## src/rtl/rom_arb_pkg.sv

```systemverilog
// Shared types and constants for the two-port ROM arbiter.
package rom_arb_pkg;
  localparam int ADDR_W_DEF = 13;
  localparam int DATA_W_DEF = 8;

  localparam logic PORT_VIDEO = 1'b0;
  localparam logic PORT_CPU   = 1'b1;

  typedef struct packed {
    logic valid;
    logic port;
  } tag_t;
endpackage

```

## src/rtl/rom_arbiter_if.sv

```systemverilog
// Requester and ROM-side signals of the arbiter.
// The master side drives the requests and the ROM read data.
interface rom_arbiter_if #(
  parameter int ADDR_W = 13,
  parameter int DATA_W = 8
);
  logic              req0, req1;
  logic [ADDR_W-1:0] addr0, addr1;
  logic              ack0, ack1;
  logic [DATA_W-1:0] data0, data1;
  logic              valid0, valid1;
  logic [ADDR_W-1:0] rom_addr;
  logic [DATA_W-1:0] rom_data;

  modport master (
    output req0, addr0, req1, addr1, rom_data,
    input  ack0, data0, valid0, ack1, data1, valid1, rom_addr
  );
  modport slave (
    input  req0, addr0, req1, addr1, rom_data,
    output ack0, data0, valid0, ack1, data1, valid1, rom_addr
  );
endinterface

```

## src/rtl/rom_arb_tag_pipe.sv

```systemverilog
// Two-stage tag shift register that follows each fetch through the ROM.
// Stage A holds the tag for the address in flight; stage B lines up with rom_data.
module rom_arb_tag_pipe
  import rom_arb_pkg::*;
(
  input  logic clock,
  input  logic reset_n,
  input  tag_t tag_in,
  output tag_t tag_out
);
  tag_t [1:0] stg;

  always_ff @(posedge clock or negedge reset_n) begin
    if (!reset_n) stg <= '0;
    else          stg <= {stg[0], tag_in};
  end

  assign tag_out = stg[1];
endmodule

```

## src/rtl/rom_arbiter.sv

```systemverilog
// Two-port arbiter for a 1-cycle registered ROM; port 0 (video) has priority,
// port 1 (CPU) is forced through after MAX_WAIT denied cycles.
// Define ROM_ARB_HOLD_EN to give each port its own data register that holds between pulses.
module rom_arbiter
  import rom_arb_pkg::*;
#(
  parameter int ADDR_W   = ADDR_W_DEF,
  parameter int DATA_W   = DATA_W_DEF,
  parameter int MAX_WAIT = 4
)(
  input logic          clock,
  input logic          reset_n,
  rom_arbiter_if.slave bus
);
  logic [7:0]        starve;
  logic              force1, ack0, ack1;
  logic [ADDR_W-1:0] rom_addr_q;
  logic              valid0_q, valid1_q;
  tag_t              tag_in, tag_b;

  // Acks are qualified by reset_n so nothing is granted while reset is held.
  assign force1 = (starve == 8'(MAX_WAIT));
  assign ack1   = reset_n & bus.req1 & (~bus.req0 | force1);
  assign ack0   = reset_n & bus.req0 & ~ack1;

  assign tag_in.valid = ack0 | ack1;
  assign tag_in.port  = ack1 ? PORT_CPU : PORT_VIDEO;

  always_ff @(posedge clock or negedge reset_n) begin
    if (!reset_n) begin
      rom_addr_q <= '0;
      starve     <= '0;
    end else begin
      if (ack1)      rom_addr_q <= bus.addr1;
      else if (ack0) rom_addr_q <= bus.addr0;
      if (!bus.req1 || ack1) starve <= '0;
      else if (!force1)      starve <= starve + 8'd1;
    end
  end

  rom_arb_tag_pipe u_tags (
    .clock   (clock),
    .reset_n (reset_n),
    .tag_in  (tag_in),
    .tag_out (tag_b)
  );

  always_ff @(posedge clock or negedge reset_n) begin
    if (!reset_n) begin
      valid0_q <= 1'b0;
      valid1_q <= 1'b0;
    end else begin
      valid0_q <= tag_b.valid & (tag_b.port == PORT_VIDEO);
      valid1_q <= tag_b.valid & (tag_b.port == PORT_CPU);
    end
  end

`ifdef ROM_ARB_HOLD_EN
  logic [DATA_W-1:0] data0_q, data1_q;

  always_ff @(posedge clock or negedge reset_n) begin
    if (!reset_n) begin
      data0_q <= '0;
      data1_q <= '0;
    end else if (tag_b.valid) begin
      if (tag_b.port == PORT_VIDEO) data0_q <= bus.rom_data;
      else                          data1_q <= bus.rom_data;
    end
  end

  assign bus.data0 = data0_q;
  assign bus.data1 = data1_q;
`else
  // One shared capture register; only the owner's valid pulse qualifies it.
  logic [DATA_W-1:0] cap_q;

  always_ff @(posedge clock or negedge reset_n) begin
    if (!reset_n)         cap_q <= '0;
    else if (tag_b.valid) cap_q <= bus.rom_data;
  end

  assign bus.data0 = cap_q;
  assign bus.data1 = cap_q;
`endif

  assign bus.ack0     = ack0;
  assign bus.ack1     = ack1;
  assign bus.valid0   = valid0_q;
  assign bus.valid1   = valid1_q;
  assign bus.rom_addr = rom_addr_q;
endmodule

```

## src/flat_wrapper.sv

```systemverilog
// flat-port wrapper written by rule: the top's interface ports become plain ports
module rom_arbiter_flat import rom_arb_pkg::*;
#(
  parameter int ADDR_W   = ADDR_W_DEF,
  parameter int DATA_W   = DATA_W_DEF,
  parameter int MAX_WAIT = 4
)
  (clock, reset_n, bus_req0, bus_addr0, bus_req1, bus_addr1, bus_rom_data, bus_ack0, bus_data0, bus_valid0, bus_ack1, bus_data1, bus_valid1, bus_rom_addr);
  rom_arbiter_if #(.ADDR_W(ADDR_W), .DATA_W(DATA_W)) bus_i ();
  input logic clock;
  input logic reset_n;
  input wire logic [$bits(bus_i.req0)-1:0] bus_req0;
  input wire logic [$bits(bus_i.addr0)-1:0] bus_addr0;
  input wire logic [$bits(bus_i.req1)-1:0] bus_req1;
  input wire logic [$bits(bus_i.addr1)-1:0] bus_addr1;
  input wire logic [$bits(bus_i.rom_data)-1:0] bus_rom_data;
  output wire logic [$bits(bus_i.ack0)-1:0] bus_ack0;
  output wire logic [$bits(bus_i.data0)-1:0] bus_data0;
  output wire logic [$bits(bus_i.valid0)-1:0] bus_valid0;
  output wire logic [$bits(bus_i.ack1)-1:0] bus_ack1;
  output wire logic [$bits(bus_i.data1)-1:0] bus_data1;
  output wire logic [$bits(bus_i.valid1)-1:0] bus_valid1;
  output wire logic [$bits(bus_i.rom_addr)-1:0] bus_rom_addr;
  assign bus_i.req0 = bus_req0;
  assign bus_i.addr0 = bus_addr0;
  assign bus_i.req1 = bus_req1;
  assign bus_i.addr1 = bus_addr1;
  assign bus_i.rom_data = bus_rom_data;
  assign bus_ack0 = bus_i.ack0;
  assign bus_data0 = bus_i.data0;
  assign bus_valid0 = bus_i.valid0;
  assign bus_ack1 = bus_i.ack1;
  assign bus_data1 = bus_i.data1;
  assign bus_valid1 = bus_i.valid1;
  assign bus_rom_addr = bus_i.rom_addr;
  rom_arbiter #(.ADDR_W(ADDR_W), .DATA_W(DATA_W), .MAX_WAIT(MAX_WAIT)) u_core (.clock(clock), .reset_n(reset_n), .bus(bus_i));
endmodule
```

## config.mk

```make
export PLATFORM = sky130hd
export DESIGN_NAME = rom_arbiter_flat
export DESIGN_NICKNAME = d
export VERILOG_FILES = /design/src/rtl/rom_arb_pkg.sv /design/src/rtl/rom_arbiter_if.sv /design/src/rtl/rom_arb_tag_pipe.sv /design/src/rtl/rom_arbiter.sv /design/src/flat_wrapper.sv
export SDC_FILE = /design/constraint.sdc
export NUM_CORES = 1
export LEC_CHECK = 0
export ABC_AREA = 1
export ABC_CLOCK_PERIOD_IN_PS = 2700
export BUFFER_PORTS_ARGS = -buffer_cell sky130_fd_sc_hd__buf_2
export CORE_MARGIN = 3
export CORE_UTILIZATION = 40
export DETAILED_ROUTE_END_ITERATION = 6
export PLACE_DENSITY = 0.65
export RECOVER_POWER = 25
export SLEW_MARGIN = 20
export SYNTH_ARGS = -nofsm -noshare
export SYNTH_HDL_FRONTEND = slang
export SYNTH_HIERARCHICAL = 1
export SYNTH_SLANG_ARGS = --single-unit
```

## constraint.sdc

```tcl
create_clock -name clock -period 2.7 [get_ports clock]
set_input_delay 0.81 -clock clock [delete_from_list [all_inputs] [get_ports clock]]
set_output_delay 0.81 -clock clock [all_outputs]
set_load 0.01 [all_outputs]
```

* Word-level counts from Yosys, hierarchy flattened
Index checks and enable logic that the tools add are counted.
** Word-level totals
- Register bits after elaboration :: 35
- Bits of input ports :: 38
- Output and inout port bits :: 33
- Logic and storage cells :: 31
** Operators by class
- Add/sub/neg operators :: 1
- Equal/unequal tests :: 2
- Multiplexer cells :: 5
- Bitwise operators :: 11
- Reduce and logical (&&, ||, !) cells :: 3
** Operators with widths (count)
- $mux 13 :: 2
- $mux 8 :: 2
- $add 8x1->8 const B :: 1
- $eq 8x3->1 const B :: 1
- $and 1x1->1 :: 6
- $not 1->1 :: 3
- $ne 2x2->1 const B :: 1
- $or 1x1->1 :: 2
- $reduce_bool 2->1 :: 1
- $logic_not 1->1 :: 1
- $logic_or 1x1->1 :: 1
- $mux 1 :: 1

* Longest topological paths before layout
- Word-level depth :: 7
- Mapped depth :: 9

* Modules after synthesis
Netlist, hierarchy kept.
** By module, submodules not included
- rom_arbiter :: instances 1, cells an instance 216, area an instance 1644.1 sq um, seq. area each 775.7 sq um
- rom_arb_tag_pipe :: instances 1, cells an instance 6, area an instance 115.1 sq um, seq. area each 100.1 sq um

* Worst setup path after synthesis
OpenSTA, ideal clock, no wires.
- Path kind :: input -> output
- Start :: input reset_n
- End :: output bus_ack0
- Arrival :: 1.491 ns
- Data required time :: 1.890 ns
- Setup slack :: 0.399 ns
- Stages on the path :: 6
- Path buffers :: 1
- Path through :: nand2_1 -> inv_1 -> nand2_4 -> buf_6 -> inv_2 -> nor2_1
** Between the ends
- Longest elaborated chain between the ends :: 4
- Elaborated cells on any way between the ends :: 5
- Those cells by class :: bitwise: 5
** RTL lines
- start: declaration :: line flat_wrapper.sv:11 : input logic reset_n;
- $and 1x1->1 (2 in a row) :: line rom_arbiter.sv:23 : assign ack1 = reset_n & bus.req1 & (~bus.req0 | force1);
- named net bus_ack1 :: line flat_wrapper.sv:20 : output wire logic [$bits(bus_i.ack1)-1:0] bus_ack1;
- $not 1->1 :: line rom_arbiter.sv:24 : assign ack0 = reset_n & bus.req0 & ~ack1;
- $and 1x1->1 :: line rom_arbiter.sv:24
- end: declaration :: line flat_wrapper.sv:17 : output wire logic [$bits(bus_i.ack0)-1:0] bus_ack0;
The timed path passes the listed nets, and every way through them passes these cells.

* Final worst setup path
- Start :: register u_core.starve[0]
- End :: output bus_ack0
** Between the ends
- Longest elaborated chain between the ends :: 5
** RTL lines
- start: declaration :: line rom_arbiter.sv:15 : logic [7:0] starve;
- start signal: assignment :: line rom_arbiter.sv:37 : else if (!force1) starve <= starve + 8'd1;
- $eq 8x3->1 :: line rom_arbiter.sv:22 : assign force1 = (starve == 8'(MAX_WAIT));
- $or 1x1->1 :: line rom_arbiter.sv:23
- $and 1x1->1 :: line rom_arbiter.sv:23
- $not 1->1 :: line rom_arbiter.sv:24
- $and 1x1->1 :: line rom_arbiter.sv:24
No other way between the ends.

==> metrics <==
vias per cell=4.62; total gr overflow=0; die width=72.3 um; CP peak stage delay=0.41 ns; Peak Freq=0.405 GHz; sequential element share of the synthesized area=49.8%; Slowest cell on crit path=dfrtp_1; CP max FO=15; post-route antenna net violation count=0; clk_lat worst skew=0.28 ns; H-tree levels=2; # clock sinks=35; largest net degree at the start of global routing=36; measured slew at the worst slew-check pin=1.84 ns; minimum clock period=2.47 ns; Setup Skew=0.00568 ns; DR pass1 iterations=4; Final Setup Violations=0; Final Hold Viols=0; Worst Setup End Kind=primary output; max_slew headroom=-23.0%; area delta synth->final=25.3%; violated checks=capacitance limit, slew limit; Clock Path Buffers=2; Nets=327; CTS root buffer=clkbuf_8; Pwr Density=597 mW/mm^2; die area=0.00523 mm^2; top post-synthesis cells by area=dfrtp_1, nand2_1, nand3_1, inv_1, buf_4; core area=0.00412 mm^2; dpl hpwl=2800 um; Die Span Y=72.3 um; VDD IR-drop max=0.000250 V; GRT Total Usage=15.3%; Pleak=0.00132 uW; Syn Std Cell Area=0.00176 mm^2; cell taking the most area after synthesis=dfrtp_1; DR DRC count=0; share of cells above drive strength 1=29.9%; Post-synth top cells=nand2_1, nand3_1, dfrtp_1; Finished Cell Area=0.00220 mm^2; HP Class=flop to flop; Initial Util=42.7%; Syn Nets=262; PortBufs=70; cells along the critical path=inv_1 > ha_1 > nand3_1 > o21ai_4 > nand2_4 > inv_2 > nor2_1 > buf_2; initial antenna violation count=0; WL/cell=10.9 um; Critical Path AT=1.66 ns; Post-synth EDFFs=0; synthesized flop and latch total=35; period utilisation layout=91.5%; Setup Total Neg Slack=0 ns; clock-pin slew on the worst setup and hold paths=0.07 ns; synthesized area per cell=7.92 um^2; Max Cap Viol=1; CTS tree=yes; Setup Crit Path Kind=flop to primary output; count leader, synth=nand2_1; Slew Limit Fails=36; hold_buf cts=0; status=complete, but fails checks; vias=1563; Main synth FF type=dfrtp_1; yosys warns=6; vias in the first global route=1457; Buffers & Inverters on Critical Path=3; FP Rows=23; CP Data Required Time=1.89 ns; Inserted Diodes=0; Distinct cells, synth=22; fill count=410; global-route wire length before repair=6370 um; CP Launch Type=flop; DR iter-0 viols=51; post-placement cell area=0.00209 mm^2; top-area cell type share of the netlist area=49.8%; Inserted Clock Buffers=5; I/O pin cnt=71; RSZ-0062 raised after global routing=no; Syn Inst Count=222; RD Place Congestion=0.808; final wirelength=3700 um; CP delay by family, top=flip-flops; Synth async-reset ratio=100%
[stage by stage]
step	total power (uW)	utilization, %	hold WS (ns)	setup WS (ns)	instances
after floorplan	769	-	0.331	0.399	222
after global placement	864	50.7	0.334	0.269	329
after detailed placement	868	50.7	0.337	0.238	329
after CTS	1340	53.7	0.354	0.219	338
after global routing	1400	53.6	0.357	0.0640	338
final	1320	53.6	0.354	0.230	338
[layout make-up]
| cell class | count | area [um^2] | share of cell area, % |
|---|---|---|---|
| well taps | 50 | 62.6 | 2.84 |
| clock buffers | 5 | 68.8 | 3.12 |
| flip-flops and latches | 35 | 876 | 39.7 |
| inverters | 34 | 128 | 5.79 |
| clock inverters | 3 | 43.8 | 1.99 |
| repair buffers | 75 | 384 | 17.4 |
| multi-input cells | 136 | 642 | 29.1 |
[kinds of logic after synthesis]
group | Yosys count | synth area share, %
AOI/OAI and AO/OA | 7 | 2.77
xor gates and xnor gates | 3 | 1.49
adders and majority gates | 2 | 1.42
buffers and inverters | 51 | 13.7
DFF | 35 | 49.8
and+or+nand+nor | 124 | 30.8
[placed cells by master (no fill, tap or decap), drive strengths merged]
cell type	instances
nor3	1
nand3	44
xor2	2
xnor2	1
inv	33
clkbuf	6
dfrtp	35
nor2	14
nand4	2
ha	2
bufinv	1
o21ai	3
o21bai	1
clkinv	3
nand2	63
a21oi	3
buf	74
[worst register-to-register path, cell delays in order, from the launching register on]
cell and delay, ns:
dfrtp_1 0.41, inv_1 0.09, ha_1 0.16, nand3_1 0.13
o21ai_4 0.19, nand2_4 0.14, nand2_1 0.26, nor2_1 0.08
[per-layer routing]
| layer | global-route usage, % | wire [um] | vias to the layer above |
|---|---|---|---|
| met1 | 20.3 | 1720 | 691 |
| li1 | - | - | 811 |
| met2 | 24.1 | 1640 | 59 |
| met3 | 5.26 | 325 | 2 |
| met4 | 3.97 | 13 | 0 |
| met5 | 0 | 0 | - |
[sequential cells by signal, indices dropped and copies added (netlist names)]
signal,flops
u_core/bus.rom_addr,13
u_core/u_tags/stg,2
u_core/bus.data0,8
u_core/bus.valid0,1
u_core/u_tags/tag_out,2
u_core/bus.valid1,1
u_core/starve,8
[where the power goes]
part / internal, uW / switching [uW] / total, uW
clock: 275 / 186 / 461
sequential: 576 / 34.1 / 611
combinational: 104 / 140 / 244
total: 955 / 361 / 1320
[final timing paths]
kind / from / endpoint / slack, ns / depth (start not counted)
hold / removal: u_core/u_tags/stg[1]$_DFF_PN0_ / u_core/u_tags/tag_out[1]$_DFF_PN0_ / 0.35 / 0
setup reg to reg: u_core/starve[0]$_DFFE_PN0P_ / u_core/starve[2]$_DFFE_PN0P_ / 1.12 / 7
hold reg to reg: u_core/u_tags/stg[1]$_DFF_PN0_ / u_core/u_tags/tag_out[1]$_DFF_PN0_ / 0.35 / 0
setup / recovery: u_core/starve[0]$_DFFE_PN0P_ / bus_ack0 / 0.23 / 8
max in group asynchronous: reset_n / u_core/bus.valid1$_DFF_PN0_ / 0.49 / 2
min in group asynchronous: reset_n / u_core/bus.rom_addr[2]$_DFFE_PN0P_ / 1.15 / 2
[repair_timing]
| item | CTS | global route |
|---|---|---|
| gates resized for setup | 0 | 0 |
| setup endpoints to repair | 2 | 0 |
| setup buffers | 1 | 0 |
Power figures use the tool's default switching activity.
